[config.mk]
export PLATFORM = sky130hd
export DESIGN_NAME = axi_mgr_flat
export DESIGN_NICKNAME = d
export VERILOG_FILES = /design/src/rtl/axi_mgr_pkg.sv /design/src/rtl/axi_mgr_if.sv /design/src/rtl/axi_mgr.sv /design/src/flat_wrapper.sv
export SDC_FILE = /design/constraint.sdc
export NUM_CORES = 1
export LEC_CHECK = 0
export CORE_AREA = 4 4 202 204
export DETAILED_ROUTE_END_ITERATION = 8
export DIE_AREA = 0 0 206 208
export GPL_TIMING_DRIVEN = 0
export PLACE_DENSITY = 0.57
export SLEW_MARGIN = 5
export SYNTH_ARGS = -nofsm -noshare
export SYNTH_HDL_FRONTEND = slang
export SYNTH_SLANG_ARGS = --single-unit
[constraint.sdc]
create_clock -name clk_i -period 3.24 [get_ports clk_i]
set_input_delay 0.648 -clock clk_i [delete_from_list [all_inputs] [get_ports clk_i]]
set_output_delay 0.648 -clock clk_i [all_outputs]
set_load 0.03 [all_outputs]
[src/rtl/axi_mgr_pkg.sv]
// axi_mgr_pkg: AXI encodings, length limit and FSM state types
// shared by axi_mgr and its bench.
package axi_mgr_pkg;

  localparam logic [1:0] BURST_INCR  = 2'b01;

  localparam logic [1:0] RESP_OKAY   = 2'b00;
  localparam logic [1:0] RESP_EXOKAY = 2'b01;
  localparam logic [1:0] RESP_SLVERR = 2'b10;
  localparam logic [1:0] RESP_DECERR = 2'b11;

  localparam logic [1:0] LOCAL_ERR   = RESP_SLVERR;

  localparam int unsigned MAX_LEN    = 255;

  typedef enum logic [1:0] {
    WR_IDLE, WR_AW, WR_W, WR_B
  } wr_state_e;

  typedef enum logic [1:0] {
    RD_IDLE, RD_AR, RD_R
  } rd_state_e;

endpackage

[src/rtl/axi_mgr_if.sv]
// axi4_bus_if: full AXI4 AW/W/B/AR/R bundle with
// master (manager) and slave (subordinate) modports.
interface axi4_bus_if #(
  parameter int unsigned ADDR_WIDTH = 32,
  parameter int unsigned DATA_WIDTH = 64,
  parameter int unsigned ID_WIDTH   = 4,
  parameter int unsigned USER_WIDTH = 1
);
  localparam int unsigned STRB_WIDTH = DATA_WIDTH / 8;

  logic [ID_WIDTH-1:0]   aw_id;
  logic [ADDR_WIDTH-1:0] aw_addr;
  logic [7:0]            aw_len;
  logic [2:0]            aw_size;
  logic [1:0]            aw_burst;
  logic                  aw_lock;
  logic [3:0]            aw_cache;
  logic [2:0]            aw_prot;
  logic [3:0]            aw_qos;
  logic [3:0]            aw_region;
  logic [5:0]            aw_atop;
  logic [USER_WIDTH-1:0] aw_user;
  logic                  aw_valid;
  logic                  aw_ready;

  logic [DATA_WIDTH-1:0] w_data;
  logic [STRB_WIDTH-1:0] w_strb;
  logic                  w_last;
  logic [USER_WIDTH-1:0] w_user;
  logic                  w_valid;
  logic                  w_ready;

  logic [ID_WIDTH-1:0]   b_id;
  logic [1:0]            b_resp;
  logic [USER_WIDTH-1:0] b_user;
  logic                  b_valid;
  logic                  b_ready;

  logic [ID_WIDTH-1:0]   ar_id;
  logic [ADDR_WIDTH-1:0] ar_addr;
  logic [7:0]            ar_len;
  logic [2:0]            ar_size;
  logic [1:0]            ar_burst;
  logic                  ar_lock;
  logic [3:0]            ar_cache;
  logic [2:0]            ar_prot;
  logic [3:0]            ar_qos;
  logic [3:0]            ar_region;
  logic [USER_WIDTH-1:0] ar_user;
  logic                  ar_valid;
  logic                  ar_ready;

  logic [ID_WIDTH-1:0]   r_id;
  logic [DATA_WIDTH-1:0] r_data;
  logic [1:0]            r_resp;
  logic                  r_last;
  logic [USER_WIDTH-1:0] r_user;
  logic                  r_valid;
  logic                  r_ready;

  modport master (
    output aw_id, aw_addr, aw_len, aw_size, aw_burst,
           aw_lock, aw_cache, aw_prot, aw_qos, aw_region,
           aw_atop, aw_user, aw_valid,
    input  aw_ready,
    output w_data, w_strb, w_last, w_user, w_valid,
    input  w_ready,
    input  b_id, b_resp, b_user, b_valid,
    output b_ready,
    output ar_id, ar_addr, ar_len, ar_size, ar_burst,
           ar_lock, ar_cache, ar_prot, ar_qos, ar_region,
           ar_user, ar_valid,
    input  ar_ready,
    input  r_id, r_data, r_resp, r_last, r_user, r_valid,
    output r_ready
  );

  modport slave (
    input  aw_id, aw_addr, aw_len, aw_size, aw_burst,
           aw_lock, aw_cache, aw_prot, aw_qos, aw_region,
           aw_atop, aw_user, aw_valid,
    output aw_ready,
    input  w_data, w_strb, w_last, w_user, w_valid,
    output w_ready,
    output b_id, b_resp, b_user, b_valid,
    input  b_ready,
    input  ar_id, ar_addr, ar_len, ar_size, ar_burst,
           ar_lock, ar_cache, ar_prot, ar_qos, ar_region,
           ar_user, ar_valid,
    output ar_ready,
    output r_id, r_data, r_resp, r_last, r_user, r_valid,
    input  r_ready
  );

endinterface

[src/rtl/axi_mgr.sv]
// axi_mgr: single INCR write/read burst generator on AXI4.
// Define AXI_MGR_BEAT_CHECK_EN to enforce R beat count vs r_last.
module axi_mgr
  import axi_mgr_pkg::*;
#(
  parameter int unsigned AXI_ADDR_WIDTH   = 32,
  parameter int unsigned AXI_DATA_WIDTH   = 64,
  parameter int unsigned AXI_XSIZE        = 8,
  parameter int unsigned DATA_COUNT_WIDTH = 9,
  parameter int unsigned WORD_SIZE_BYTES  = 4
) (
  input  logic                        clk_i,
  input  logic                        rst_i,
  input  logic [1:0]                  req_i,
  input  logic [AXI_ADDR_WIDTH-1:0]   axi_wr_addr_i,
  input  logic [AXI_ADDR_WIDTH-1:0]   axi_rd_addr_i,
  input  logic [AXI_DATA_WIDTH-1:0]   axi_data_i,
  input  logic [DATA_COUNT_WIDTH-1:0] wr_data_count_i,
  input  logic [DATA_COUNT_WIDTH-1:0] rd_data_count_i,
  output logic [1:0]                  rsp_o,
  output logic [1:0]                  wr_err_o,
  output logic [1:0]                  rd_err_o,
  output logic [AXI_DATA_WIDTH-1:0]   axi_data_o,
  axi4_bus_if.master                  axi_mgr_if
);

  localparam int unsigned StrbW = AXI_DATA_WIDTH / 8;
  localparam logic [StrbW-1:0] StrbVal =
    StrbW'((1 << WORD_SIZE_BYTES) - 1);
  localparam logic [2:0] SizeVal = 3'($clog2(AXI_XSIZE));
  localparam logic [DATA_COUNT_WIDTH-1:0] MaxLen =
    DATA_COUNT_WIDTH'(MAX_LEN);

  wr_state_e                 wr_q;
  logic                      aw_valid_q, w_valid_q;
  logic                      w_last_q, b_ready_q;
  logic [AXI_ADDR_WIDTH-1:0] wr_addr_q;
  logic [AXI_DATA_WIDTH-1:0] wr_data_q;
  logic [7:0]                wr_len_q, wr_cnt_q;
  logic [1:0]                wr_err_q;
  logic                      wr_rsp_q;

  rd_state_e                 rd_q;
  logic                      ar_valid_q, r_ready_q;
  logic [AXI_ADDR_WIDTH-1:0] rd_addr_q;
  logic [7:0]                rd_len_q;
  logic [1:0]                rd_acc_q, rd_acc_d;
  logic [1:0]                rd_err_q;
  logic                      rd_rsp_q;
  logic [AXI_DATA_WIDTH-1:0] rd_data_q;
  logic                      r_end, r_bad;
`ifdef AXI_MGR_BEAT_CHECK_EN
  logic [7:0]                rd_cnt_q;
`endif

  // Write channel: AW, then len+1 W beats, then B.
  always_ff @(posedge clk_i) begin
    if (rst_i) begin
      wr_q       <= WR_IDLE;
      aw_valid_q <= 1'b0;
      w_valid_q  <= 1'b0;
      w_last_q   <= 1'b0;
      b_ready_q  <= 1'b0;
      wr_addr_q  <= '0;
      wr_data_q  <= '0;
      wr_len_q   <= '0;
      wr_cnt_q   <= '0;
      wr_err_q   <= RESP_OKAY;
      wr_rsp_q   <= 1'b0;
    end else begin
      wr_rsp_q <= 1'b0;
      unique case (wr_q)
        WR_IDLE: if (req_i[0]) begin
          wr_addr_q <= axi_wr_addr_i;
          wr_data_q <= axi_data_i;
          wr_len_q  <= wr_data_count_i[7:0];
          if (wr_data_count_i > MaxLen) begin
            if (!wr_rsp_q) begin
              wr_err_q <= LOCAL_ERR;
              wr_rsp_q <= 1'b1;
            end
          end else begin
            aw_valid_q <= 1'b1;
            wr_q       <= WR_AW;
          end
        end
        WR_AW: if (axi_mgr_if.aw_ready) begin
          aw_valid_q <= 1'b0;
          w_valid_q  <= 1'b1;
          w_last_q   <= (wr_len_q == 8'd0);
          wr_cnt_q   <= '0;
          wr_q       <= WR_W;
        end
        WR_W: if (axi_mgr_if.w_ready) begin
          if (w_last_q) begin
            w_valid_q <= 1'b0;
            w_last_q  <= 1'b0;
            b_ready_q <= 1'b1;
            wr_q      <= WR_B;
          end else begin
            wr_cnt_q <= wr_cnt_q + 8'd1;
            w_last_q <= (wr_cnt_q + 8'd1 == wr_len_q);
          end
        end
        WR_B: if (axi_mgr_if.b_valid) begin
          b_ready_q <= 1'b0;
          wr_err_q  <= axi_mgr_if.b_resp;
          wr_rsp_q  <= 1'b1;
          wr_q      <= WR_IDLE;
        end
        default: wr_q <= WR_IDLE;
      endcase
    end
  end

  always_comb begin
    rd_acc_d = (rd_acc_q == RESP_OKAY) ?
               axi_mgr_if.r_resp : rd_acc_q;
`ifdef AXI_MGR_BEAT_CHECK_EN
    r_end = axi_mgr_if.r_last || (rd_cnt_q == rd_len_q);
    r_bad = axi_mgr_if.r_last != (rd_cnt_q == rd_len_q);
`else
    r_end = axi_mgr_if.r_last;
    r_bad = 1'b0;
`endif
  end

  // Read channel: status is accumulated per burst, published at the end.
  always_ff @(posedge clk_i) begin
    if (rst_i) begin
      rd_q       <= RD_IDLE;
      ar_valid_q <= 1'b0;
      r_ready_q  <= 1'b0;
      rd_addr_q  <= '0;
      rd_len_q   <= '0;
      rd_acc_q   <= RESP_OKAY;
      rd_err_q   <= RESP_OKAY;
      rd_rsp_q   <= 1'b0;
      rd_data_q  <= '0;
`ifdef AXI_MGR_BEAT_CHECK_EN
      rd_cnt_q   <= '0;
`endif
    end else begin
      rd_rsp_q <= 1'b0;
      unique case (rd_q)
        RD_IDLE: if (req_i[1]) begin
          rd_addr_q <= axi_rd_addr_i;
          rd_len_q  <= rd_data_count_i[7:0];
          if (rd_data_count_i > MaxLen) begin
            if (!rd_rsp_q) begin
              rd_err_q <= LOCAL_ERR;
              rd_rsp_q <= 1'b1;
            end
          end else begin
            ar_valid_q <= 1'b1;
            rd_acc_q   <= RESP_OKAY;
            rd_q       <= RD_AR;
          end
        end
        RD_AR: if (axi_mgr_if.ar_ready) begin
          ar_valid_q <= 1'b0;
          r_ready_q  <= 1'b1;
`ifdef AXI_MGR_BEAT_CHECK_EN
          rd_cnt_q   <= '0;
`endif
          rd_q       <= RD_R;
        end
        RD_R: if (axi_mgr_if.r_valid) begin
          rd_data_q <= axi_mgr_if.r_data;
          rd_acc_q  <= rd_acc_d;
`ifdef AXI_MGR_BEAT_CHECK_EN
          rd_cnt_q  <= rd_cnt_q + 8'd1;
`endif
          if (r_end) begin
            r_ready_q <= 1'b0;
            rd_err_q  <= r_bad ? LOCAL_ERR : rd_acc_d;
            rd_rsp_q  <= 1'b1;
            rd_q      <= RD_IDLE;
          end
        end
        default: rd_q <= RD_IDLE;
      endcase
    end
  end

  assign rsp_o      = {rd_rsp_q, wr_rsp_q};
  assign wr_err_o   = wr_err_q;
  assign rd_err_o   = rd_err_q;
  assign axi_data_o = rd_data_q;

  assign axi_mgr_if.aw_id     = '0;
  assign axi_mgr_if.aw_addr   = wr_addr_q;
  assign axi_mgr_if.aw_len    = wr_len_q;
  assign axi_mgr_if.aw_size   = SizeVal;
  assign axi_mgr_if.aw_burst  = BURST_INCR;
  assign axi_mgr_if.aw_lock   = 1'b0;
  assign axi_mgr_if.aw_cache  = '0;
  assign axi_mgr_if.aw_prot   = '0;
  assign axi_mgr_if.aw_qos    = '0;
  assign axi_mgr_if.aw_region = '0;
  assign axi_mgr_if.aw_atop   = '0;
  assign axi_mgr_if.aw_user   = '0;
  assign axi_mgr_if.aw_valid  = aw_valid_q;

  assign axi_mgr_if.w_data    = wr_data_q;
  assign axi_mgr_if.w_strb    = StrbVal;
  assign axi_mgr_if.w_last    = w_last_q;
  assign axi_mgr_if.w_user    = '0;
  assign axi_mgr_if.w_valid   = w_valid_q;
  assign axi_mgr_if.b_ready   = b_ready_q;

  assign axi_mgr_if.ar_id     = '0;
  assign axi_mgr_if.ar_addr   = rd_addr_q;
  assign axi_mgr_if.ar_len    = rd_len_q;
  assign axi_mgr_if.ar_size   = SizeVal;
  assign axi_mgr_if.ar_burst  = BURST_INCR;
  assign axi_mgr_if.ar_lock   = 1'b0;
  assign axi_mgr_if.ar_cache  = '0;
  assign axi_mgr_if.ar_prot   = '0;
  assign axi_mgr_if.ar_qos    = '0;
  assign axi_mgr_if.ar_region = '0;
  assign axi_mgr_if.ar_user   = '0;
  assign axi_mgr_if.ar_valid  = ar_valid_q;
  assign axi_mgr_if.r_ready   = r_ready_q;

  logic unused_in;
  assign unused_in = ^{axi_mgr_if.b_id, axi_mgr_if.b_user,
                       axi_mgr_if.r_id, axi_mgr_if.r_user};

endmodule

[src/flat_wrapper.sv]
// flat-port wrapper written by rule: the top's interface ports become plain ports
module axi_mgr_flat import axi_mgr_pkg::*;
#(
  parameter int unsigned AXI_ADDR_WIDTH   = 32,
  parameter int unsigned AXI_DATA_WIDTH   = 64,
  parameter int unsigned AXI_XSIZE        = 8,
  parameter int unsigned DATA_COUNT_WIDTH = 9,
  parameter int unsigned WORD_SIZE_BYTES  = 4
)
  (clk_i, rst_i, req_i, axi_wr_addr_i, axi_rd_addr_i, axi_data_i, wr_data_count_i, rd_data_count_i, rsp_o, wr_err_o, rd_err_o, axi_data_o, axi_mgr_if_aw_id, axi_mgr_if_aw_addr, axi_mgr_if_aw_len, axi_mgr_if_aw_size, axi_mgr_if_aw_burst, axi_mgr_if_aw_lock, axi_mgr_if_aw_cache, axi_mgr_if_aw_prot, axi_mgr_if_aw_qos, axi_mgr_if_aw_region, axi_mgr_if_aw_atop, axi_mgr_if_aw_user, axi_mgr_if_aw_valid, axi_mgr_if_aw_ready, axi_mgr_if_w_data, axi_mgr_if_w_strb, axi_mgr_if_w_last, axi_mgr_if_w_user, axi_mgr_if_w_valid, axi_mgr_if_w_ready, axi_mgr_if_b_id, axi_mgr_if_b_resp, axi_mgr_if_b_user, axi_mgr_if_b_valid, axi_mgr_if_b_ready, axi_mgr_if_ar_id, axi_mgr_if_ar_addr, axi_mgr_if_ar_len, axi_mgr_if_ar_size, axi_mgr_if_ar_burst, axi_mgr_if_ar_lock, axi_mgr_if_ar_cache, axi_mgr_if_ar_prot, axi_mgr_if_ar_qos, axi_mgr_if_ar_region, axi_mgr_if_ar_user, axi_mgr_if_ar_valid, axi_mgr_if_ar_ready, axi_mgr_if_r_id, axi_mgr_if_r_data, axi_mgr_if_r_resp, axi_mgr_if_r_last, axi_mgr_if_r_user, axi_mgr_if_r_valid, axi_mgr_if_r_ready);
  axi4_bus_if #(.ADDR_WIDTH(32), .DATA_WIDTH(64)) axi_mgr_if_i ();
  input  logic clk_i;
  input  logic rst_i;
  input  logic [1:0] req_i;
  input  logic [AXI_ADDR_WIDTH-1:0] axi_wr_addr_i;
  input  logic [AXI_ADDR_WIDTH-1:0] axi_rd_addr_i;
  input  logic [AXI_DATA_WIDTH-1:0] axi_data_i;
  input  logic [DATA_COUNT_WIDTH-1:0] wr_data_count_i;
  input  logic [DATA_COUNT_WIDTH-1:0] rd_data_count_i;
  output logic [1:0] rsp_o;
  output logic [1:0] wr_err_o;
  output logic [1:0] rd_err_o;
  output logic [AXI_DATA_WIDTH-1:0] axi_data_o;
  output wire logic [$bits(axi_mgr_if_i.aw_id)-1:0] axi_mgr_if_aw_id;
  output wire logic [$bits(axi_mgr_if_i.aw_addr)-1:0] axi_mgr_if_aw_addr;
  output wire logic [$bits(axi_mgr_if_i.aw_len)-1:0] axi_mgr_if_aw_len;
  output wire logic [$bits(axi_mgr_if_i.aw_size)-1:0] axi_mgr_if_aw_size;
  output wire logic [$bits(axi_mgr_if_i.aw_burst)-1:0] axi_mgr_if_aw_burst;
  output wire logic [$bits(axi_mgr_if_i.aw_lock)-1:0] axi_mgr_if_aw_lock;
  output wire logic [$bits(axi_mgr_if_i.aw_cache)-1:0] axi_mgr_if_aw_cache;
  output wire logic [$bits(axi_mgr_if_i.aw_prot)-1:0] axi_mgr_if_aw_prot;
  output wire logic [$bits(axi_mgr_if_i.aw_qos)-1:0] axi_mgr_if_aw_qos;
  output wire logic [$bits(axi_mgr_if_i.aw_region)-1:0] axi_mgr_if_aw_region;
  output wire logic [$bits(axi_mgr_if_i.aw_atop)-1:0] axi_mgr_if_aw_atop;
  output wire logic [$bits(axi_mgr_if_i.aw_user)-1:0] axi_mgr_if_aw_user;
  output wire logic [$bits(axi_mgr_if_i.aw_valid)-1:0] axi_mgr_if_aw_valid;
  input wire logic [$bits(axi_mgr_if_i.aw_ready)-1:0] axi_mgr_if_aw_ready;
  output wire logic [$bits(axi_mgr_if_i.w_data)-1:0] axi_mgr_if_w_data;
  output wire logic [$bits(axi_mgr_if_i.w_strb)-1:0] axi_mgr_if_w_strb;
  output wire logic [$bits(axi_mgr_if_i.w_last)-1:0] axi_mgr_if_w_last;
  output wire logic [$bits(axi_mgr_if_i.w_user)-1:0] axi_mgr_if_w_user;
  output wire logic [$bits(axi_mgr_if_i.w_valid)-1:0] axi_mgr_if_w_valid;
  input wire logic [$bits(axi_mgr_if_i.w_ready)-1:0] axi_mgr_if_w_ready;
  input wire logic [$bits(axi_mgr_if_i.b_id)-1:0] axi_mgr_if_b_id;
  input wire logic [$bits(axi_mgr_if_i.b_resp)-1:0] axi_mgr_if_b_resp;
  input wire logic [$bits(axi_mgr_if_i.b_user)-1:0] axi_mgr_if_b_user;
  input wire logic [$bits(axi_mgr_if_i.b_valid)-1:0] axi_mgr_if_b_valid;
  output wire logic [$bits(axi_mgr_if_i.b_ready)-1:0] axi_mgr_if_b_ready;
  output wire logic [$bits(axi_mgr_if_i.ar_id)-1:0] axi_mgr_if_ar_id;
  output wire logic [$bits(axi_mgr_if_i.ar_addr)-1:0] axi_mgr_if_ar_addr;
  output wire logic [$bits(axi_mgr_if_i.ar_len)-1:0] axi_mgr_if_ar_len;
  output wire logic [$bits(axi_mgr_if_i.ar_size)-1:0] axi_mgr_if_ar_size;
  output wire logic [$bits(axi_mgr_if_i.ar_burst)-1:0] axi_mgr_if_ar_burst;
  output wire logic [$bits(axi_mgr_if_i.ar_lock)-1:0] axi_mgr_if_ar_lock;
  output wire logic [$bits(axi_mgr_if_i.ar_cache)-1:0] axi_mgr_if_ar_cache;
  output wire logic [$bits(axi_mgr_if_i.ar_prot)-1:0] axi_mgr_if_ar_prot;
  output wire logic [$bits(axi_mgr_if_i.ar_qos)-1:0] axi_mgr_if_ar_qos;
  output wire logic [$bits(axi_mgr_if_i.ar_region)-1:0] axi_mgr_if_ar_region;
  output wire logic [$bits(axi_mgr_if_i.ar_user)-1:0] axi_mgr_if_ar_user;
  output wire logic [$bits(axi_mgr_if_i.ar_valid)-1:0] axi_mgr_if_ar_valid;
  input wire logic [$bits(axi_mgr_if_i.ar_ready)-1:0] axi_mgr_if_ar_ready;
  input wire logic [$bits(axi_mgr_if_i.r_id)-1:0] axi_mgr_if_r_id;
  input wire logic [$bits(axi_mgr_if_i.r_data)-1:0] axi_mgr_if_r_data;
  input wire logic [$bits(axi_mgr_if_i.r_resp)-1:0] axi_mgr_if_r_resp;
  input wire logic [$bits(axi_mgr_if_i.r_last)-1:0] axi_mgr_if_r_last;
  input wire logic [$bits(axi_mgr_if_i.r_user)-1:0] axi_mgr_if_r_user;
  input wire logic [$bits(axi_mgr_if_i.r_valid)-1:0] axi_mgr_if_r_valid;
  output wire logic [$bits(axi_mgr_if_i.r_ready)-1:0] axi_mgr_if_r_ready;
  assign axi_mgr_if_aw_id = axi_mgr_if_i.aw_id;
  assign axi_mgr_if_aw_addr = axi_mgr_if_i.aw_addr;
  assign axi_mgr_if_aw_len = axi_mgr_if_i.aw_len;
  assign axi_mgr_if_aw_size = axi_mgr_if_i.aw_size;
  assign axi_mgr_if_aw_burst = axi_mgr_if_i.aw_burst;
  assign axi_mgr_if_aw_lock = axi_mgr_if_i.aw_lock;
  assign axi_mgr_if_aw_cache = axi_mgr_if_i.aw_cache;
  assign axi_mgr_if_aw_prot = axi_mgr_if_i.aw_prot;
  assign axi_mgr_if_aw_qos = axi_mgr_if_i.aw_qos;
  assign axi_mgr_if_aw_region = axi_mgr_if_i.aw_region;
  assign axi_mgr_if_aw_atop = axi_mgr_if_i.aw_atop;
  assign axi_mgr_if_aw_user = axi_mgr_if_i.aw_user;
  assign axi_mgr_if_aw_valid = axi_mgr_if_i.aw_valid;
  assign axi_mgr_if_i.aw_ready = axi_mgr_if_aw_ready;
  assign axi_mgr_if_w_data = axi_mgr_if_i.w_data;
  assign axi_mgr_if_w_strb = axi_mgr_if_i.w_strb;
  assign axi_mgr_if_w_last = axi_mgr_if_i.w_last;
  assign axi_mgr_if_w_user = axi_mgr_if_i.w_user;
  assign axi_mgr_if_w_valid = axi_mgr_if_i.w_valid;
  assign axi_mgr_if_i.w_ready = axi_mgr_if_w_ready;
  assign axi_mgr_if_i.b_id = axi_mgr_if_b_id;
  assign axi_mgr_if_i.b_resp = axi_mgr_if_b_resp;
  assign axi_mgr_if_i.b_user = axi_mgr_if_b_user;
  assign axi_mgr_if_i.b_valid = axi_mgr_if_b_valid;
  assign axi_mgr_if_b_ready = axi_mgr_if_i.b_ready;
  assign axi_mgr_if_ar_id = axi_mgr_if_i.ar_id;
  assign axi_mgr_if_ar_addr = axi_mgr_if_i.ar_addr;
  assign axi_mgr_if_ar_len = axi_mgr_if_i.ar_len;
  assign axi_mgr_if_ar_size = axi_mgr_if_i.ar_size;
  assign axi_mgr_if_ar_burst = axi_mgr_if_i.ar_burst;
  assign axi_mgr_if_ar_lock = axi_mgr_if_i.ar_lock;
  assign axi_mgr_if_ar_cache = axi_mgr_if_i.ar_cache;
  assign axi_mgr_if_ar_prot = axi_mgr_if_i.ar_prot;
  assign axi_mgr_if_ar_qos = axi_mgr_if_i.ar_qos;
  assign axi_mgr_if_ar_region = axi_mgr_if_i.ar_region;
  assign axi_mgr_if_ar_user = axi_mgr_if_i.ar_user;
  assign axi_mgr_if_ar_valid = axi_mgr_if_i.ar_valid;
  assign axi_mgr_if_i.ar_ready = axi_mgr_if_ar_ready;
  assign axi_mgr_if_i.r_id = axi_mgr_if_r_id;
  assign axi_mgr_if_i.r_data = axi_mgr_if_r_data;
  assign axi_mgr_if_i.r_resp = axi_mgr_if_r_resp;
  assign axi_mgr_if_i.r_last = axi_mgr_if_r_last;
  assign axi_mgr_if_i.r_user = axi_mgr_if_r_user;
  assign axi_mgr_if_i.r_valid = axi_mgr_if_r_valid;
  assign axi_mgr_if_r_ready = axi_mgr_if_i.r_ready;
  axi_mgr #(.AXI_ADDR_WIDTH(AXI_ADDR_WIDTH), .AXI_DATA_WIDTH(AXI_DATA_WIDTH), .AXI_XSIZE(AXI_XSIZE), .DATA_COUNT_WIDTH(DATA_COUNT_WIDTH), .WORD_SIZE_BYTES(WORD_SIZE_BYTES)) u_core (.clk_i(clk_i), .rst_i(rst_i), .req_i(req_i), .axi_wr_addr_i(axi_wr_addr_i), .axi_rd_addr_i(axi_rd_addr_i), .axi_data_i(axi_data_i), .wr_data_count_i(wr_data_count_i), .rd_data_count_i(rd_data_count_i), .rsp_o(rsp_o), .wr_err_o(wr_err_o), .rd_err_o(rd_err_o), .axi_data_o(axi_data_o), .axi_mgr_if(axi_mgr_if_i));
endmodule
After elaboration in Yosys (flattened, before gate mapping)

Index checks and enable logic that the tools add are counted.

Register bits after elaboration: 234
Bits of input ports: 234
Word-level logic and storage cells: 139
Output and inout bits: 287

Add/subtract/negate cells: 1
Reductions and logical operators: 26
Muxes and demuxes: 68
Equality and inequality tests: 22
Magnitude comparators: 2

Operator list:

| operator            | count |
|---|---|
| $mux 2              | 24 |
| $reduce_and 4->1    | 7 |
| $mux 1              | 27 |
| $ne 2x2->1 const B  | 13 |
| $mux 8              | 3 |
| $gt 9x8->1 const B  | 2 |
| $pmux 1 s2          | 8 |
| $pmux 8 s2          | 1 |
| $reduce_bool 2->1   | 7 |
| $pmux 2 s2          | 3 |
| $reduce_and 6->1    | 2 |
| $reduce_and 5->1    | 2 |
| $add 8x1->8 const B | 1 |
| $eq 8x8->1          | 1 |
| $logic_not 8->1     | 1 |
| $pmux 2 s4          | 1 |
| $eq 2x2->1 const B  | 3 |
| $logic_not 2->1     | 3 |
| $ne 2x1->1 const B  | 3 |
| $pmux 2 s3          | 1 |
| $reduce_and 2->1    | 3 |
| $eq 2x1->1 const B  | 2 |
| $reduce_and 3->1    | 1 |

Longest topological paths before layout

Gate-level depths: netlist (run 1).

Depth in word-level cells: 5
Gate-level depth with buffers: 9
Mapped depth without buffers: 7

Worst setup path after synthesis (run 1)

No wires, ideal clock.

Path type: flip-flop to flip-flop
Start: register u_core.wr_q[1]
End: register u_core.wr_cnt_q[3]
Slack: 1.616 ns
Data arrival time: 1.553 ns
Data required time: 3.170 ns
Setup time: 0.070 ns
Clock period less this slack: 1.624 ns
Buffers on the path: 1
Stages on the path, launching flop included: 8
Cell sequence: dfxtp_1 -> inv_1 -> ha_1 -> nor2b_1 -> nand3b_1 -> buf_2 -> or3_1 -> a21oi_1

Word-level cells in the longest chain between the ends: 3
Elaborated cells on any way between the ends: 8
Those cells by class: eq/ne: 5; mux: 1; reduce/logical: 2

RTL lines:

| item                                                                    | line           | RTL |
|---|---|---|
| start, declared                                                         | axi_mgr.sv:34  | `wr_state_e wr_q;` |
| start signal, assigned                                                  | axi_mgr.sv:59  | `wr_q <= WR_IDLE;` |
| start signal, assigned                                                  | axi_mgr.sv:84  | `wr_q <= WR_AW;` |
| start signal, assigned                                                  | axi_mgr.sv:92  | `wr_q <= WR_W;` |
| $eq 2x2->1 / $eq 2x1->1 (equally long branches)                         | axi_mgr.sv:72  | `unique case (wr_q)` |
| $ne 2x2->1 (no source line) / $reduce_bool 2->1 (equally long branches) | -              |  |
| $reduce_and 4->1 (no source line)                                       | -              |  |
| end signal, assigned                                                    | axi_mgr.sv:101 | `wr_cnt_q <= wr_cnt_q + 8'd1;` |
| end, declared                                                           | axi_mgr.sv:39  | `logic [7:0] wr_len_q, wr_cnt_q;` |

Parallel ways exist; a longest one is shown, timed or not.
A chain may end at the register's enable or synchronous reset.

Worst setup path in the final report (run 1)

Start: register u_core.w_last_q, in the netlist u_core.axi_mgr_if.w_last
End: output port axi_mgr_if_w_last

RTL lines:

| item                   | line               | RTL |
|---|---|---|
| start, declared        | axi_mgr.sv:36      | `logic w_last_q, b_ready_q;` |
| start signal, assigned | axi_mgr.sv:90      | `w_last_q <= (wr_len_q == 8'd0);` |
| start signal, assigned | axi_mgr.sv:102     | `w_last_q <= (wr_cnt_q + 8'd1 == wr_len_q);` |
| end, declared          | flat_wrapper.sv:40 | `output wire logic [$bits(axi_mgr_if_i.w_last)-1:0] axi_mgr_if_w_last;` |

No word-level cell between the ends.

==> PnR_summary.wiki, run 1 <==
{| class="wikitable"
! Metric !! Value
|-
| Worst-path clk slew || 60 ps
|-
| Avg WL per Cell || 16.3 um
|-
| Top achievable clock speed || 421 MHz
|-
| Min-Delay Path Depth || 2
|-
| CTS Hold Buffers Added || 0
|-
| TritonCTS clock tree || done
|-
| Dominant cell type by area after synthesis || sky130_fd_sc_hd__dfxtp_1
|-
| Vertical die dimension || 208 um
|-
| Total detailed-routing wirelength || 36.4 mm
|-
| P_leak || 5.76 nW
|-
| Router iterations before antenna repair || 4
|-
| Wire length of the first global-routing pass || 53.8 mm
|-
| Number of hold violations in the final report || 0
|-
| R2r worst-path depth || 7
|-
| Number of cells on the critical path || 1
|-
| Post-DRT Antenna Nets || 0
|-
| Area share of the largest cell type after synthesis || 51.8%
|-
| Worst vdd ir || 509 uV
|-
| Final Core Density || 38.9%
|-
| Post-synthesis sequential area ratio || 51.8%
|-
| Synthesized instance count || 1154
|-
| Transition at the pin with the smallest max-transition slack || 957 ps
|-
| Sequence of cells on the critical path || clkdlybuf4s50_1
|-
| Final weighted congestion in routability-driven placement || 0.800
|-
| Nature of the critical path endpoint || output pin
|-
| Normalized max-slew margin || 36.2%
|-
| Kind of cell with the highest combined delay on the critical path || buffers and inverters
|-
| Total clock buffers created by CTS || 27
|-
| Biggest fanout along the worst timing path || 7
|-
| RSZ-0062 raised after global routing || no
|-
| CTS sink cnt || 234
|-
| Cell type of the slowest stage on the worst timing path || sky130_fd_sc_hd__clkdlybuf4s50_1
|-
| Post-CTS setup buffers || 0
|-
| Final worst path period need || 2380 ps
|-
| Synthesized flop and latch total || 234
|-
| Starting Density || 23.0%
|-
| Count of pins on the block boundary || 521
|-
| Post-layout nets || 1929
|-
| Cell Pwr Density || 628 nW/um2
|-
| Crit path largest cell delay || 750 ps
|-
| First DRT Iteration DRCs || 345
|-
| Netlist cell types || 43
|-
| Total of cells resized after clock tree synthesis || 0
|-
| Max Cap Violations || 0
|-
| Antenna diodes || 0
|-
| Largest cells by area after synthesis || sky130_fd_sc_hd__dfxtp_1 52%, sky130_fd_sc_hd__nand2_1 18%, sky130_fd_sc_hd__a21oi_1 13%
|-
| Largest net degree at the start of global routing || 13
|-
| IO buf count || 442
|-
| Total of fill cells in the finished design || 4055
|-
| Most frequent cells after synthesis || 431 x sky130_fd_sc_hd__nand2_1, 234 x sky130_fd_sc_hd__dfxtp_1, 226 x sky130_fd_sc_hd__a21oi_1, 74 x sky130_fd_sc_hd__buf_4, 54 x sky130_fd_sc_hd__clkbuf_1
|-
| Fraction of synthesis flops using an asynchronous set or reset pin || 0%
|-
| Class of the worst hold path || reg -> reg
|-
| Area added between synthesis and finish || 69.1%
|-
| Die Wd || 206 um
|-
| Share of layout cells above drive strength 1 || 7.90%
|-
| Synthesis warning total || 0
|-
| Total routing resource utilization after global routing || 15.9%
|-
| Grt ovf || 0
|-
| Cell Area, Placed || 14400 um2
|-
| H-tree levels || 1
|-
| Clock Tree Buf Depth || 3
|-
| Insertion delay of the later-clocked pin in the worst-skew pair || 540 ps
|-
| Worst Clk Skew || 13.7 ps
|-
| Antenna violations before repair || 3
|-
| Endpoint required time on the critical path || 2590 ps
|-
| Number of global-route vias before repair || 9129
|-
| Clk root buf || sky130_fd_sc_hd__clkbuf_16
|-
| Count leader, synth || sky130_fd_sc_hd__nand2_1
|-
| Total die area || 42800 um2
|-
| Most used flip-flop cell after synthesis || sky130_fd_sc_hd__dfxtp_1
|-
| Launching element type of the critical path || flip-flop
|-
| Routed via count divided by cell count || 4.13
|-
| Post-synth EDFFs || 0
|-
| Final period utilization || 73.4%
|-
| Cell area after technology mapping || 9040 um2
|-
| Via count || 9223
|-
| Half-perimeter wire length after detailed placement || 28.7 mm
|-
| Placement-stage worst setup slack || 347 ps
|-
| Kind of critical path || reg -> out
|-
| DRC viols || 0
|-
| Buffers and inverters on the worst path || 1
|-
| Max-slew violation total from the final report || 0
|-
| Final setup fails || 0
|-
| Outcome || completed
|-
| Setup TNS Final || 0 ps
|-
| CORE AREA || 39300 um2
|-
| Placement Rows || 73
|-
| Data arrival, critical path || 1730 ps
|-
| Final worst slack || 862 ps
|-
| Average cell area after synthesis || 7.84 um2
|-
| Summed area of non-filler cells in the final layout || 15300 um2
|}
==> cells by family (layout without fill, tap and decap cells) <==
kind of cell             after synthesis  count (layout)  synth area share [%]
AO/OA/AOI/OAI                        249             249                  14.3
XOR/XNOR                              11              11                  1.07
adder cells (fa/ha/maj)                5               5                 0.692
buffers and inverters                151             641                  9.50
flip-flops                           234             234                  51.8
multiplexers                           5               5                 0.553
other                                  2              67                0.0830
AND/OR/NAND/NOR                      497             497                  22.0
==> routing by layer <==
layer / track usage (%) / up-vias / share of wire [%]
li1: - / 4668 / -
met1: 18.1 / 4134 / 39
met2: 28.2 / 370 / 48
met3: 6.02 / 47 / 11
met4: 3.92 / 4 / 2.2
met5: 0 / - / 0.11
==> metrics by stage <==
step	hold WS (ps)	instances	power, mW
finish	452	2234	9.60
global route	467	2234	10.1
CTS	454	2234	9.74
detailed placement	446	2186	6.55
global placement	440	2186	6.53
floorplan	460	1219	5.17
==> cell type report <==
| type | instances | area [um2] | area share (%) |
|---|---|---|---|
| plain buffers | 143 | 830 | 5.43 |
| clock buffers | 40 | 825 | 5.39 |
| clock inverters | 8 | 96.3 | 0.630 |
| inverters | 8 | 30.0 | 0.196 |
| multi-input cells | 834 | 3740 | 24.5 |
| flip-flops and latches | 234 | 4680 | 30.6 |
| well taps | 525 | 657 | 4.30 |
| repair buffers | 442 | 4420 | 28.9 |
==> state kept, by name, summed over array words and instances, names as in the netlist, 8 cells and up <==
name,cells
u_core.axi_data_o,64
u_core.axi_mgr_if.aw_addr,32
u_core.wr_cnt_q,8
u_core.axi_mgr_if.ar_addr,32
u_core.axi_mgr_if.ar_len,8
u_core.axi_mgr_if.w_data,64
u_core.axi_mgr_if.aw_len,8
==> where the power goes <==
part / leakage (nW) / total (mW) / switching [mW] / internal, mW
Sequential: 1.91 / 3.42 / 0.205 / 3.22
Combinational: 3.39 / 3.04 / 1.85 / 1.19
Clock: 0.456 / 3.14 / 1.23 / 1.91
Total: 5.76 / 9.60 / 3.29 / 6.31
==> worst paths after layout <==
path | slack, ps | startpoint | to
worst max-delay path | 860 | u_core.axi_mgr_if.w_last | axi_mgr_if_w_last
worst min-delay path | 450 | u_core.axi_data_o[6] | u_core.axi_data_o[6]
worst max register to register | 950 | u_core.wr_q[0] | u_core.axi_mgr_if.w_data[54]
worst min register to register | 450 | u_core.axi_data_o[6] | u_core.axi_data_o[6]
==> cell usage in the layout (no fill, tap or decap), types with 5 or more instances in the layout <==
master	n
sky130_fd_sc_hd__a211oi_1	5
sky130_fd_sc_hd__nor3b_1	6
sky130_fd_sc_hd__inv_1	8
sky130_fd_sc_hd__nor2_1	24
sky130_fd_sc_hd__dfxtp_1	234
sky130_fd_sc_hd__clkbuf_1	57
sky130_fd_sc_hd__xnor2_1	6
sky130_fd_sc_hd__nand2_1	431
sky130_fd_sc_hd__buf_2	12
sky130_fd_sc_hd__ha_1	5
sky130_fd_sc_hd__clkbuf_16	27
sky130_fd_sc_hd__clkbuf_8	10
sky130_fd_sc_hd__clkdlybuf4s50_1	442
sky130_fd_sc_hd__xor2_1	5
sky130_fd_sc_hd__conb_1	67
sky130_fd_sc_hd__o21ai_0	6
sky130_fd_sc_hd__mux2i_1	5
sky130_fd_sc_hd__a21oi_1	226
sky130_fd_sc_hd__buf_4	74
Power figures use the tool's default switching activity.
==> run 2: changes to the inputs <==
--- a/config.mk
+++ b/config.mk
@@ -5,11 +5,11 @@
 export SDC_FILE = /design/constraint.sdc
 export NUM_CORES = 1
 export LEC_CHECK = 0
-export CORE_AREA = 4 4 202 204
+export CORE_AREA = 4 4 201 203
 export DETAILED_ROUTE_END_ITERATION = 8
-export DIE_AREA = 0 0 206 208
+export DIE_AREA = 0 0 205 207
 export GPL_TIMING_DRIVEN = 0
-export PLACE_DENSITY = 0.57
+export PLACE_DENSITY = 0.58
 export SLEW_MARGIN = 5
 export SYNTH_ARGS = -nofsm -noshare
 export SYNTH_HDL_FRONTEND = slang
==> constraint.sdc (replaced) <==
create_clock -name clk_i -period 2.3 [get_ports clk_i]
set_input_delay 0.46 -clock clk_i [delete_from_list [all_inputs] [get_ports clk_i]]
set_output_delay 0.46 -clock clk_i [all_outputs]
set_load 0.03 [all_outputs]
==> run 2 against run 1 <==
Clock skew grew 2.2 ps; worst hold slack got worse by 0.78 ps; clock power up 32%; combinational power rose by 40%; wire length up 0.92%; clock-buffer cell count increased by 3; sequential share of layout area rose by 0.17 points; non-clock buffer count decreased by 1; first-iteration DRC count up 9.3%; power grew 38%; highest routed layer is now met4.
==> PnR_summary.wiki, run 2 (synthesized netlist as in run 1, its figures left out) <==
{| class="wikitable"
! Metric !! Value
|-
| Outcome || completed
|-
| Post-DRT Antenna Nets || 0
|-
| Final weighted congestion in routability-driven placement || 0.826
|-
| Launching element type of the critical path || flip-flop
|-
| GRT met1 Usage || 17.1%
|-
| Placement-stage worst setup slack || -273 ps
|-
| Kind of critical path || reg -> out
|-
| Clk root buf || sky130_fd_sc_hd__clkbuf_16
|-
| Vertical die dimension || 207 um
|-
| Final worst slack || 140 ps
|-
| Area added between synthesis and finish || 68.1%
|-
| Post-CTS setup buffers || 0
|-
| Final Hold Slack || 451 ps
|-
| Sw Ratio || 34.3%
|-
| Kind of cell with the highest combined delay on the critical path || buffers and inverters
|-
| Cell type of the slowest stage on the worst timing path || sky130_fd_sc_hd__clkdlybuf4s50_1
|-
| Die Wd || 205 um
|-
| Commonest cells after routing, fill and taps aside || 442 x sky130_fd_sc_hd__clkdlybuf4s50_1, 431 x sky130_fd_sc_hd__nand2_1, 234 x sky130_fd_sc_hd__dfxtp_1, 226 x sky130_fd_sc_hd__a21oi_1, 74 x sky130_fd_sc_hd__buf_4
|-
| DRC viols || 0
|-
| IO buf count || 442
|-
| Max Cap Violations || 0
|-
| Total die area || 42400 um2
|-
| Data arrival, critical path || 1700 ps
|-
| Antenna diodes || 0
|-
| Wire length of the first global-routing pass || 53.8 mm
|-
| Relative contribution of combinational cells to total power || 32.2%
|-
| Biggest fanout along the worst timing path || 4
|-
| Nature of the critical path endpoint || output pin
|-
| TritonCTS clock tree || done
|-
| Final worst path period need || 2160 ps
|-
| Met3 Use GR || 6.58%
|-
| H-tree levels || 1
|-
| Placement Rows || 72
|-
| Count of pins on the block boundary || 521
|-
| Normalized max-slew margin || 40.0%
|-
| Cell Pwr Density || 871 nW/um2
|-
| Post-layout nets || 1928
|-
| P_leak || 5.73 nW
|-
| Most common cell after layout, fill and taps aside || sky130_fd_sc_hd__clkdlybuf4s50_1
|-
| Worst-path clk slew || 50 ps
|-
| Register share of total power || 36.4%
|-
| Final period utilization || 93.9%
|-
| Total detailed-routing wirelength || 36.8 mm
|-
| Sequence of cells on the critical path || clkdlybuf4s50_1
|-
| Total of fill cells in the finished design || 3975
|-
| Class of the worst hold path || reg -> reg
|-
| Grt ovf || 0
|-
| Share of layout cells above drive strength 1 || 7.80%
|-
| Final setup fails || 0
|-
| Antenna violations before repair || 2
|-
| Final Core Density || 39.5%
|-
| Final Instance Count excl. Fillers || 2223
|-
| First DRT Iteration DRCs || 377
|-
| Half-perimeter wire length after detailed placement || 29.1 mm
|-
| Router iterations before antenna repair || 4
|-
| Starting Density || 23.5%
|-
| Pint || 8.69 mW
|-
| Number of hold violations in the final report || 0
|-
| Largest net degree at the start of global routing || 13
|-
| Max-slew violation total from the final report || 0
|-
| Via count || 9324
|-
| Clock group share of total power || 31.4%
|-
| Buffers and inverters on the worst path || 1
|-
| Endpoint required time on the critical path || 1840 ps
|-
| Clock Tree Buf Depth || 3
|-
| Number of global-route vias before repair || 9112
|-
| Total clock buffers created by CTS || 27
|-
| Setup TNS Final || 0 ps
|-
| Worst vdd ir || 631 uV
|-
| Worst Clk Skew || 15.8 ps
|-
| Transition at the pin with the smallest max-transition slack || 900 ps
|-
| CTS sink cnt || 234
|-
| Insertion delay of the later-clocked pin in the worst-skew pair || 540 ps
|-
| Power dissipated by switching net loads || 4.55 mW
|-
| Cell count after placement || 2179
|-
| Crit path largest cell delay || 740 ps
|-
| CTS Hold Buffers Added || 0
|-
| Global-route track usage on met2 || 28.9%
|-
| Top achievable clock speed || 463 MHz
|-
| CORE AREA || 38500 um2
|-
| Total routing resource utilization after global routing || 16.0%
|-
| Routed via count divided by cell count || 4.19
|-
| RSZ-0062 raised after global routing || no
|-
| Avg WL per Cell || 16.5 um
|-
| Busiest grt layer || met2
|}
-- run 2: cell count changes in the layout (fill, tap and decap cells not counted), sizes merged --
cell | before | now
clkinvlp | 1 | 0
clkinv | 5 | 1
bufinv | 2 | 1
clkbuf | 94 | 96
-- run 2: metal layers --
metal,vias up,share of wire (%),routed length [um]
met3,54,11,4080
met1,4217,37,13700
met5,-,0,0
li1,4667,-,-
met4,0,2.9,1050
met2,386,49,17900
-- run 2: area by class of cell --
class | count | area [um2] | share of cell area [%]
Inverter | 8 | 30.0 | 0.197
Sequential cell | 234 | 4680 | 30.8
Multi-Input combinational cell | 834 | 3750 | 24.6
Clock inverter | 2 | 35.0 | 0.230
Tap cell | 518 | 648 | 4.26
Timing Repair Buffer | 442 | 4420 | 29.1
Clock buffer | 43 | 806 | 5.30
Buffer | 142 | 833 | 5.48
-- run 2: timing repair --
item	4_1_cts	5_1_grt
resized for setup	1	11
endpoints found under the setup margin	9	29
gates cloned	0	0
-- run 2: final timing paths --
path              slack (ps)                           end  depth (start not counted)                    startpoint
setup / recovery         140          axi_mgr_if_aw_len[7]                          1   u_core.axi_mgr_if.aw_len[7]
hold / removal           450  u_core.axi_mgr_if.w_data[49]                          2  u_core.axi_mgr_if.w_data[49]
setup reg to reg         300   u_core.axi_mgr_if.aw_len[3]                          7                u_core.wr_q[0]
hold reg to reg          450  u_core.axi_mgr_if.w_data[49]                          2  u_core.axi_mgr_if.w_data[49]
-- run 2: power groups by stage --
stage | Sequential (mW) | Combinational (mW) | Clock, mW
6_report | 4.82 | 4.27 | 4.15
5_1_grt | 4.88 | 4.61 | 4.45
4_1_cts | 4.82 | 4.32 | 4.29
3_5_place_dp | 4.90 | 4.31 | 0
3_3_place_gp | 4.88 | 4.30 | 0
2_1_floorplan | 5.74 | 1.55 | 0
-- run 2: per-stage QoR --
step	instance area, um2	total power [mW]
finish	15200	13.2
detailed placement	14400	9.21
global route	15200	13.9
CTS	15200	13.4
floorplan	9290	7.29
global placement	14400	9.18
==> run 3: changes to the inputs <==
--- a/config.mk
+++ b/config.mk
@@ -8,7 +8,6 @@
 export CORE_AREA = 4 4 201 203
 export DETAILED_ROUTE_END_ITERATION = 8
 export DIE_AREA = 0 0 205 207
-export GPL_TIMING_DRIVEN = 0
 export PLACE_DENSITY = 0.58
 export SLEW_MARGIN = 5
 export SYNTH_ARGS = -nofsm -noshare
==> constraint.sdc (replaced) <==
create_clock -name clk_i -period 2.3 [get_ports clk_i]
set_input_delay 0.46 -clock clk_i [delete_from_list [all_inputs] [get_ports clk_i]]
set_output_delay 0.46 -clock clk_i [all_outputs]
set_load 0.05 [all_outputs]
==> run 3 against run 2 <==
Sequential power about the same; flip-flop and latch count unchanged; global-route usage down 1.8 points; core utilization down 1.4 points; clock power down 4%; register-to-register slack about the same; worst setup slack worse by 84 ps; critical path type unchanged.
==> PnR_summary.wiki, run 3 (synthesized netlist as in run 1, its figures left out) <==
{| class="wikitable"
! Metric !! Value
|-
| Max-slew violation total from the final report || 0
|-
| Antenna diodes || 0
|-
| Top achievable clock speed || 446 MHz
|-
| Final period utilization || 97.6%
|-
| Total detailed-routing wirelength || 32.3 mm
|-
| Class of the worst hold path || in -> reg
|-
| Clk root buf || sky130_fd_sc_hd__clkbuf_16
|-
| Cell type of the slowest stage on the worst timing path || sky130_fd_sc_hd__clkdlybuf4s50_1
|-
| Post-CTS setup buffers || 0
|-
| Launching element type of the critical path || flip-flop
|-
| CTS sink cnt || 234
|-
| Share of layout cells above drive strength 1 || 4.71%
|-
| Terminus of the critical flop-to-flop path || u_core.wr_cnt_q[4]
|-
| Grt ovf || 0
|-
| First DRT Iteration DRCs || 395
|-
| Transition at the pin with the smallest max-transition slack || 613 ps
|-
| Worst Clk Skew || 5.67 ps
|-
| Commonest cells after routing, fill and taps aside || 432 x sky130_fd_sc_hd__clkdlybuf4s50_1, 428 x sky130_fd_sc_hd__nand2_1, 234 x sky130_fd_sc_hd__dfxtp_1, 226 x sky130_fd_sc_hd__a21oi_1, 67 x sky130_fd_sc_hd__conb_1
|-
| Routed via count divided by cell count || 4.19
|-
| Post-layout nets || 1813
|-
| Kind of cell with the highest combined delay on the critical path || buffers and inverters
|-
| Worst-path clk slew || 60 ps
|-
| Outcome || completed
|-
| Final worst path period need || 2240 ps
|-
| Total of fill cells in the finished design || 3939
|-
| RSZ-0062 raised after global routing || no
|-
| Number of global-route vias before repair || 8664
|-
| Area added between synthesis and finish || 62.2%
|-
| Total routing resource utilization after global routing || 14.1%
|-
| Worst-case register-to-register setup slack || 310 ps
|-
| Vertical die dimension || 207 um
|-
| Final setup fails || 0
|-
| Setup TNS Final || 0 ps
|-
| Worst vdd ir || 755 uV
|-
| Min-Delay Path Depth || 2
|-
| P_leak || 5.46 nW
|-
| Total clock buffers created by CTS || 26
|-
| Biggest fanout along the worst timing path || 2
|-
| Insertion delay of the later-clocked pin in the worst-skew pair || 530 ps
|-
| Post-DRT Antenna Nets || 0
|-
| DRC viols || 0
|-
| H-tree levels || 1
|-
| Total die area || 42400 um2
|-
| CTS Hold Buffers Added || 0
|-
| Max Cap Violations || 0
|-
| Area taken by flip-flops and latches || 4680 um2
|-
| Clock Tree Buf Depth || 3
|-
| Half-perimeter wire length after detailed placement || 23.7 mm
|-
| Buffers and inverters on the worst path || 1
|-
| Wire length of the first global-routing pass || 48.8 mm
|-
| Router iterations before antenna repair || 5
|-
| Count of pins on the block boundary || 521
|-
| Placement Rows || 72
|-
| IO buf count || 443
|-
| End point of the most critical hold path || u_core.axi_data_o[2]
|-
| Data arrival, critical path || 1780 ps
|-
| Avg WL per Cell || 15.3 um
|-
| Nature of the critical path endpoint || output pin
|-
| Final weighted congestion in routability-driven placement || 0.766
|-
| Via count || 8843
|-
| Sequence of cells on the critical path || clkdlybuf4s50_1
|-
| Normalized max-slew margin || 59.1%
|-
| TritonCTS clock tree || done
|-
| R2r worst-path depth || 7
|-
| Number of hold violations in the final report || 0
|-
| Critical R2R Launch || u_core.wr_q[1]
|-
| Starting Density || 23.5%
|-
| Die Wd || 205 um
|-
| Area of the multi-input gates || 3760 um2
|-
| Final Core Density || 38.1%
|-
| Antenna violations before repair || 2
|-
| CORE AREA || 38500 um2
|-
| Kind of critical path || reg -> out
|-
| Crit path largest cell delay || 850 ps
|-
| HP Start || rst_i
|-
| Endpoint required time on the critical path || 1840 ps
|-
| Most common cell after layout, fill and taps aside || sky130_fd_sc_hd__clkdlybuf4s50_1
|-
| Largest net degree at the start of global routing || 66
|-
| Cell Pwr Density || 933 nW/um2
|}
[run 3: changes by cell type in the layout (fill, tap and decap cells not counted), moves of 2 or more]
cell                              previous run  this run
sky130_fd_sc_hd__clkdlybuf4s50_1           442       432
sky130_fd_sc_hd__dlygate4sd2_1               0         5
sky130_fd_sc_hd__nand2_1                   431       428
sky130_fd_sc_hd__clkbuf_1                   56         9
sky130_fd_sc_hd__buf_4                      74        20
sky130_fd_sc_hd__buf_2                      12         0
sky130_fd_sc_hd__buf_1                       3         0
sky130_fd_sc_hd__and2_1                      2         0
sky130_fd_sc_hd__nand2_2                     0         2
sky130_fd_sc_hd__dlymetal6s2s_1              0         4
sky130_fd_sc_hd__buf_12                      0         8
sky130_fd_sc_hd__clkbuf_2                    6         0
sky130_fd_sc_hd__clkinv_2                    1         3
[run 3: worst max path at each step]
stage                                 startpoint                        to  slack, ps  cells after the start
floorplan            u_core.axi_mgr_if.aw_len[4]  u_core.axi_mgr_if.w_last        640                      5
global placement             axi_mgr_if_aw_ready        u_core.wr_cnt_q[4]        220                      6
detailed placement           axi_mgr_if_aw_ready        u_core.wr_cnt_q[4]        200                      6
CTS                 u_core.axi_mgr_if.w_data[28]     axi_mgr_if_w_data[28]          5                      1
global route                     u_core.wr_rsp_q                  rsp_o[0]          6                      1
finish              u_core.axi_mgr_if.w_data[28]     axi_mgr_if_w_data[28]         60                      1
[run 3: layout make-up]
| cell class | count | area share (%) |
|---|---|---|
| timing repair buffer | 470 | 32.3 |
| clock inverter | 3 | 0.102 |
| clock buffer | 42 | 5.40 |
| tap | 518 | 4.42 |
| inverter | 8 | 0.205 |
| sequential | 234 | 31.9 |
| multi-input combinational | 834 | 25.6 |
[run 3: what timing repair did]
action                                  CTS  global route
endpoints found under the setup margin    5             4
pin swaps                                 0             0
gates resized for setup                   5             4
[run 3: layer usage]
metal,global-route usage (%),vias to the layer above,part of all wire [%]
li1,-,4438,-
met1,15.6,4000,39
met2,25.2,367,48
met3,6.19,38,11
met4,2.93,0,1.8
met5,0,-,0
[run 3: per-stage QoR]
step | hold slack (ps) | total power, mW | cell area [um2] | worst slack (ps) | cells
after global placement | 440 | 9.81 | 13900 | 217 | 2064
after CTS | 369 | 13.9 | 14700 | 4.89 | 2109
final | 389 | 13.7 | 14700 | 55.7 | 2109
after floorplan | 460 | 8.06 | 9290 | 639 | 1219
after global routing | 401 | 14.4 | 14700 | 6.20 | 2109
after detailed placement | 446 | 9.84 | 13900 | 205 | 2064
[run 3: power breakdown]
group	internal, mW	switching, mW
combinational	1.66	3.24
clock	2.33	1.64
sequential	4.53	0.282
